$ cat config.mk
export PLATFORM = sky130hd
export DESIGN_NAME = issue_scheduler
export DESIGN_NICKNAME = d
export VERILOG_FILES = /design/src/rtl/issue_scheduler_pkg.sv /design/src/rtl/cdb_slot_shreg.sv /design/src/rtl/issue_scheduler.sv
export SDC_FILE = /design/constraint.sdc
export NUM_CORES = 1
export LEC_CHECK = 0
export CAP_MARGIN = 20
export CORE_AREA = 2 2 39 41
export DETAILED_ROUTE_END_ITERATION = 10
export DIE_AREA = 0 0 41 43
export SYNTH_ARGS = -nofsm -noshare
export SYNTH_HDL_FRONTEND = slang
export SYNTH_SLANG_ARGS = --single-unit
export TNS_END_PERCENT = 5
$ cat constraint.sdc
create_clock -name clk -period 1.4 [get_ports clk]
set_clock_uncertainty 0.1 [all_clocks]
set_input_delay 0.28 -clock clk [delete_from_list [all_inputs] [get_ports clk]]
set_output_delay 0.28 -clock clk [all_outputs]
set_load 0.02 [all_outputs]
$ cat src/rtl/issue_scheduler_pkg.sv
// issue_scheduler_pkg: CDB owner codes and divider FSM encodings shared by the issue scheduler.
package issue_scheduler_pkg;
  typedef enum logic [2:0] {
    CDB_NONE  = 3'd0,
    CDB_INT   = 3'd1,
    CDB_MULT  = 3'd2,
    CDB_DIV   = 3'd3,
    CDB_LDBUF = 3'd4
  } cdb_owner_e;
  typedef enum logic [1:0] {
    DIV_IDLE = 2'd0,
    DIV_BUSY = 2'd1,
    DIV_DONE = 2'd2
  } div_state_e;
endpackage

$ cat src/rtl/cdb_slot_shreg.sv
// cdb_slot_shreg: CDB reservation shift register with a next-cycle write and a far (mult) write.
// The topmost reservation is always empty after a shift, so only DEPTH entries are stored.
module cdb_slot_shreg
  import issue_scheduler_pkg::*;
#(
  parameter int DEPTH = 4
) (
  input  logic       clk,
  input  logic       reset,
  input  logic       near_we,
  input  cdb_owner_e near_code,
  input  logic       far_we,
  input  cdb_owner_e far_code,
  output cdb_owner_e slot0,
  output cdb_owner_e slot1
);
  logic [DEPTH-1:0][2:0] slot, slot_nxt;
  always_comb begin
    slot_nxt = {3'b000, slot[DEPTH-1:1]};
    if (near_we) slot_nxt[0] = near_code;
    if (far_we) slot_nxt[DEPTH-1] = far_code;
  end
  always_ff @(posedge clk or negedge reset)
    if (!reset) slot <= '0;
    else slot <= slot_nxt;
  assign slot0 = cdb_owner_e'(slot[0]);
  assign slot1 = cdb_owner_e'(slot[1]);
endmodule

$ cat src/rtl/issue_scheduler.sv
// issue_scheduler: grants int/mult/div/ld_buf issue against CDB reservations so one unit drives the CDB per cycle.
module issue_scheduler
  import issue_scheduler_pkg::*;
#(
  parameter int MULT_LAT    = 4,
  parameter int ROUND_ROBIN = 1
) (
  input  logic       clk,
  input  logic       reset,
  input  logic       ready_int,
  input  logic       ready_mult,
  input  logic       ready_div,
  input  logic       ready_ld_buf,
  input  logic       div_done,
  output logic       issue_int,
  output logic       issue_mult,
  output logic       issue_div,
  output logic       issue_ld_buf,
  output logic       div_ack,
  output logic [2:0] cdb_sel,
  output logic       cdb_valid,
  output logic       div_busy
);
  div_state_e state, state_nxt;
  cdb_owner_e slot0, slot1, near_code;
  logic last_ld, open, int_wins;
  // A finished divide owns the free slot ahead of int/ld_buf.
  assign open         = reset && slot1 == CDB_NONE && state != DIV_DONE;
  assign int_wins     = ROUND_ROBIN == 0 || !ready_ld_buf || last_ld;
  assign issue_int    = open && ready_int && int_wins;
  assign issue_ld_buf = open && ready_ld_buf && !issue_int;
  assign issue_mult   = reset && ready_mult;
  assign near_code    = div_ack ? CDB_DIV : issue_int ? CDB_INT : CDB_LDBUF;
  assign cdb_sel      = slot0;
  assign cdb_valid    = slot0 != CDB_NONE;
  always_ff @(posedge clk or negedge reset)
    if (!reset) state <= DIV_IDLE;
    else state <= state_nxt;
  always_comb
    state_nxt = state == DIV_IDLE ? (issue_div ? DIV_BUSY : DIV_IDLE) :
                state == DIV_BUSY ? (div_done ? DIV_DONE : DIV_BUSY) :
                state == DIV_DONE ? (div_ack ? DIV_IDLE : DIV_DONE) : DIV_IDLE;
  always_comb begin
    issue_div = reset && state == DIV_IDLE && ready_div;
    div_ack   = reset && state == DIV_DONE && slot1 == CDB_NONE;
    div_busy  = state != DIV_IDLE;
  end
  // Reset value favours int on the first contested cycle.
  always_ff @(posedge clk or negedge reset)
    if (!reset) last_ld <= 1'b1;
    else last_ld <= issue_int ? 1'b0 : issue_ld_buf ? 1'b1 : last_ld;
  cdb_slot_shreg #(.DEPTH(MULT_LAT)) u_slots (
    .clk      (clk),
    .reset    (reset),
    .near_we  (div_ack || issue_int || issue_ld_buf),
    .near_code(near_code),
    .far_we   (issue_mult),
    .far_code (CDB_MULT),
    .slot0    (slot0),
    .slot1    (slot1)
  );
endmodule

==> metrics, run 1 <==
required time of the worst setup path=1020 ps; synthesized area=400 sq um; WL/cell=9.54 um; final hold viol count=0; Pleak=0.351 nW; multiplexer share of the synthesized area=0.0281; TritonCTS clock tree=built; register bit total from synthesis=9; type of the worst min-delay path=in -> async; die height=43 um; critical path peak fanout=3; Data arrival, critical path=1270 ps; synth top area cells=dfrtp_1, dfstp_2, buf_4; CTS Root Cell=clkbuf_4; vias in the first global route=321; largest net degree at the start of global routing=9; worst path bufs/invs=1; DRC errors left=0; area delta synth->final=72.5%; final setup margin=-248 ps; failing checks=setup timing; total power=0.000853 W; post-synth top area cell=dfrtp_1; RSZ-0062 raised after global routing=yes; Peak VDD IR=0.948 mV; H-tree depth=1; Tmin final=1650 ps; Clock Latency Late Sink=260 ps; # clock sinks=9; share of layout cells above drive strength 1=0.485; die width=41 um; site row count=14; WHS=55.2 ps; critical path's slowest cell=dfrtp_1; first-pass GRT wire length=1350 um; worst slew pin tran=204 ps; Synth Area in Compound Gates=0.134; Top-Level Pins=17; Initial Util=0.289; initial antenna violation count=0; yosys warns=0; post-placement cell count=78; main combinational cell family by area after synthesis=simple AND/OR/NAND/NOR gates; fillers=141; f_max=607 MHz; max-cap viol count=0; unique cell type count in the Yosys netlist=21; DP HPWL=620 um; gr ovfl total=0; Final Wtd Congestion=0.709; Yosys top cell area share=0.500; commonest non-fill, non-tap cell in the layout=buf_4; Final period util=1.18; fin. max-slew vios=0; ANT cells=0; fin area=691 sq um; Pre-antenna DRT Iters=4; DR iter-0 viols=1; Post-Layout Cell Count=84; Largest stage delay, worst path=390 ps; Post-Synth Simple-Gate Area=0.197; flop2flop setup slack=220 ps; placed inst area=663 sq um; max_slew headroom=0.864; count of final setup violators=6; Worst Path Class, Setup=reg -> out; Setup TNS=-891 ps; run status=finished with violations; ANT nets after route=0; clock-pin slew on the worst setup and hold paths=60 ps; Critical Path Start Type=register; fin nets=76; Net Count, Synth=43; WL final=801 um; post-synthesis xor/xnor area fraction=0; Worst path top cell family by delay=flip-flops; Adder-Cell Fraction of Synth Area=0; syn_area_per_cell=11.1 sq um; all-layer global routing usage=0.120; crit end category=output pin; Seq/Total Area, Yosys=0.566; critical path, cell by cell=and2b_4 > nand2_4 > a211oi_2 > buf_4; # hold bufs at CTS=0; CTS Buf Count=3; power density cells=1240 nW/um^2; via count=371; DR vias/cell=4.42; port buffer count=16; CTS max path bufs=2; Cells after Synth=36; most frequent cells in the layout=buf_4, dfrtp_1, clkdlybuf4s50_1, dlygate4sd2_1; die area=1760 sq um; core area=1380 sq um
==> worst paths after layout <==
check	end	depth (start not counted)	start
min in group clk	u_slots.slot1[1]	0	u_slots.slot[7]
worst max register to register	last_ld	4	u_slots.slot1[1]
worst min-delay path	state[0]	3	reset
max in group asynchronous	last_ld	3	reset
worst min register to register	u_slots.slot1[1]	0	u_slots.slot[7]
worst max-delay path	issue_ld_buf	4	u_slots.slot1[1]
==> layer usage <==
layer,wire (um),GRT usage
met1,336,0.140
met3,71,0.0785
met4,7,0.0400
met5,0,0
met2,385,0.172
==> final cells by class <==
class	count	area [sq um]	area share
clock buffers	4	26.3	0.0380
inverters	2	7.51	0.0109
multi-input cells	22	158	0.228
flip-flops and latches	9	226	0.328
well taps	16	20.0	0.0290
repair buffers	31	253	0.366
==> stage by stage <==
stage	util	setup WS [ps]
after floorplan	-	-32.8
after global placement	0.479	-765
after detailed placement	0.479	-773
after CTS	0.495	-268
after global routing	0.499	-320
final	0.499	-248
==> cells by family after synthesis <==
logic type	count (synthesis)
AOI/OAI and AO/OA	8
buffers and inverters	5
DFF	9
muxes	1
and+or+nand+nor	13
==> flip-flops by register name, indices dropped and copies added (netlist names) <==
name	cells
last_ld	1
state	2
u_slots.slot	2
u_slots.slot0	3
u_slots.slot1	1
==> worst min-delay path: stages <==
cell and delay (ps):
dlygate4sd2_1 220, buf_6 120, buf_4 110
==> synth_stat cells, drive strengths merged <==
master and number:
dfrtp 8, or2 1, a21oi 1, dfstp 1, or3 1, nand2b 2
a41oi 1, o21bai 1, nand2 3, buf 3, inv 2, o21ai 1
and2b 1, o22ai 1, a31oi 1, and2 1, mux2 1, a211oi 2
nor2 4
==> where the power goes <==
part           internal (W)  switching [W]  total, W
Sequential         0.000307      0.0000238  0.000330
Combinational      0.000174       0.000151  0.000325
Clock              0.000110      0.0000876  0.000197
==> repair_timing <==
action | 4_1_cts | 5_1_grt
buffers inserted | 2 | 0
pin swaps | 5 | 0
resized for setup | 40 | 2
endpoints found under the setup margin | 10 | 7
(Power assumes the default switching activity.)
==> run 2, diff against run 1 <==
- clock period: 1.4 -> 1.5 ns (I/O delays scaled with it)
==> run 2 against run 1 <==
  * Largest cell class unchanged
  * Core utilization down 0.99 points
  * Worst setup slack gained 74 ps
  * Highest routed layer is now met3
  * Global-route usage increased by 1.1 points
  * Clock power down 7%
  * Critical endpoint unchanged
  * Combinational power down 7.4%
  * Via count is 0.54% higher
  * Die area unchanged
  * The run still ends with setup timing left
  * Sequential share of layout area increased by 0.67 points
  * Hold slack improved by 23 ps
  * Total power is 6.7% lower
==> metrics, run 2 (same netlist as run 1, synthesis figures left out) <==
f_max=597 MHz; crit end category=output pin; TritonCTS clock tree=built; final setup margin=-174 ps; Top-Level Pins=17; vias in the first global route=369; max-cap viol count=0; ANT cells=0; share of layout cells above drive strength 1=0.478; type of the worst min-delay path=in -> async; fin. max-slew vios=0; DR iter-0 viols=1; number of flip-flops in the largest register=3; max_slew headroom=0.832; die height=43 um; count of final setup violators=5; Multi-input gate area=158 sq um; WL final=883 um; Initial Util=0.289; first-pass GRT wire length=1480 um; Clk network pwr share=0.231; WHS=77.7 ps; Setup TNS=-467 ps; Storage cell area=226 sq um; most frequent cells in the layout=buf_4, dfrtp_1, clkdlybuf4s50_1, nor2_1, dlygate4sd2_1; Int Power=0.000548 W; clock-pin slew on the worst setup and hold paths=60 ps; DR vias/cell=4.49; die width=41 um; via count=373; area delta synth->final=69.1%; largest net degree at the start of global routing=9; Tmin final=1670 ps; CTS Root Cell=clkbuf_4; fin nets=75; DP HPWL=644 um; Post-Layout Cell Count=83; die area=1760 sq um; combinational power share=0.379; Final Wtd Congestion=0.705; WL/cell=10.6 um; core area=1380 sq um; site row count=14; CTS max path bufs=2; Data arrival, critical path=1270 ps; run status=finished with violations; failing checks=setup timing; Sw Pwr=0.000249 W; Pre-antenna DRT Iters=2; RSZ-0062 raised after global routing=yes; gr ovfl total=0; Pleak=0.345 nW; H-tree depth=1; ANT nets after route=0; final hold viol count=0; worst slew pin tran=251 ps; initial antenna violation count=0; Place WS=-715 ps; Peak VDD IR=0.715 mV; Reg power frac=0.391; required time of the worst setup path=1100 ps; # clock sinks=9; power density cells=1180 nW/um^2; Worst Path Class, Setup=reg -> out; Final period util=1.12; all-layer global routing usage=0.131; port buffer count=16; post-placement cell count=77; DRC errors left=0; fillers=132; Critical Path Start Type=register; Clock Latency Late Sink=260 ps; commonest non-fill, non-tap cell in the layout=buf_4; CTS Buf Count=3; critical path peak fanout=3; Sw Share=0.312; total power=0.000796 W
==> run 2: cell count changes in the layout (fill, tap and decap cells not counted) <==
cell / before / now
buf_2: 2 / 3
nor2_1: 3 / 4
and2_2: 0 / 1
nor2_2: 1 / 0
o21ai_1: 1 / 0
buf_6: 2 / 1
and2_4: 1 / 0
o21ai_2: 0 / 1
buf_4: 18 / 17
==> run 2: power groups by stage <==
stage | Clock, W | Combinational [W] | Sequential (W)
after global routing | 0.000209 | 0.000327 | 0.000315
after CTS | 0.000194 | 0.000303 | 0.000311
final | 0.000184 | 0.000301 | 0.000311
after floorplan | 0 | 0.000141 | 0.000319
after detailed placement | 0 | 0.000318 | 0.000313
after global placement | 0 | 0.000314 | 0.000312
==> run 2: layout make-up <==
class                           count  area share
Multi-Input combinational cell     22       0.233
Inverter                            2      0.0111
Clock buffer                        4      0.0388
Sequential cell                     9       0.335
Tap cell                           16      0.0296
Timing Repair Buffer               30       0.353
==> run 2: what timing repair did <==
item,CTS,global route
gates resized for setup,40,0
buffers inserted,2,0
setup endpoints to repair,10,6
pin swaps,2,1
hold buffers,0,0
cloned,0,0
==> run 2: stage by stage <==
stage,area (sq um),utilization
6_report,677,0.489
5_1_grt,677,0.489
4_1_cts,677,0.489
3_5_place_dp,653,0.472
3_3_place_gp,653,0.472
2_1_floorplan,405,-
==> run 2: worst paths after layout <==
path / endpoint / cells past startpoint / slack [ps] / from
min reg2reg: u_slots.slot1[1] / 0 / 250 / u_slots.slot[7]
max: issue_ld_buf / 4 / -170 / u_slots.slot1[1]
min: u_slots.slot[10] / 3 / 80 / reset
max in group asynchronous: last_ld / 3 / 1000 / reset
max reg2reg: last_ld / 4 / 290 / u_slots.slot1[1]
min in group clk: u_slots.slot1[1] / 0 / 250 / u_slots.slot[7]
==> run 2: routing by layer <==
metal / up-vias / GRT usage / share of wire
li1: 184 / - / -
met1: 173 / 0.140 / 0.41
met2: 16 / 0.206 / 0.51
met3: 0 / 0.0942 / 0.083
met4: 0 / 0.0200 / 0
met5: - / 0 / 0
==> run 2: critical path, cell delays in order (launching register included) <==
cell      delay (ps)
dfrtp_1          380
and2b_4          270
nand2_4           60
a211oi_2         130
buf_4            170
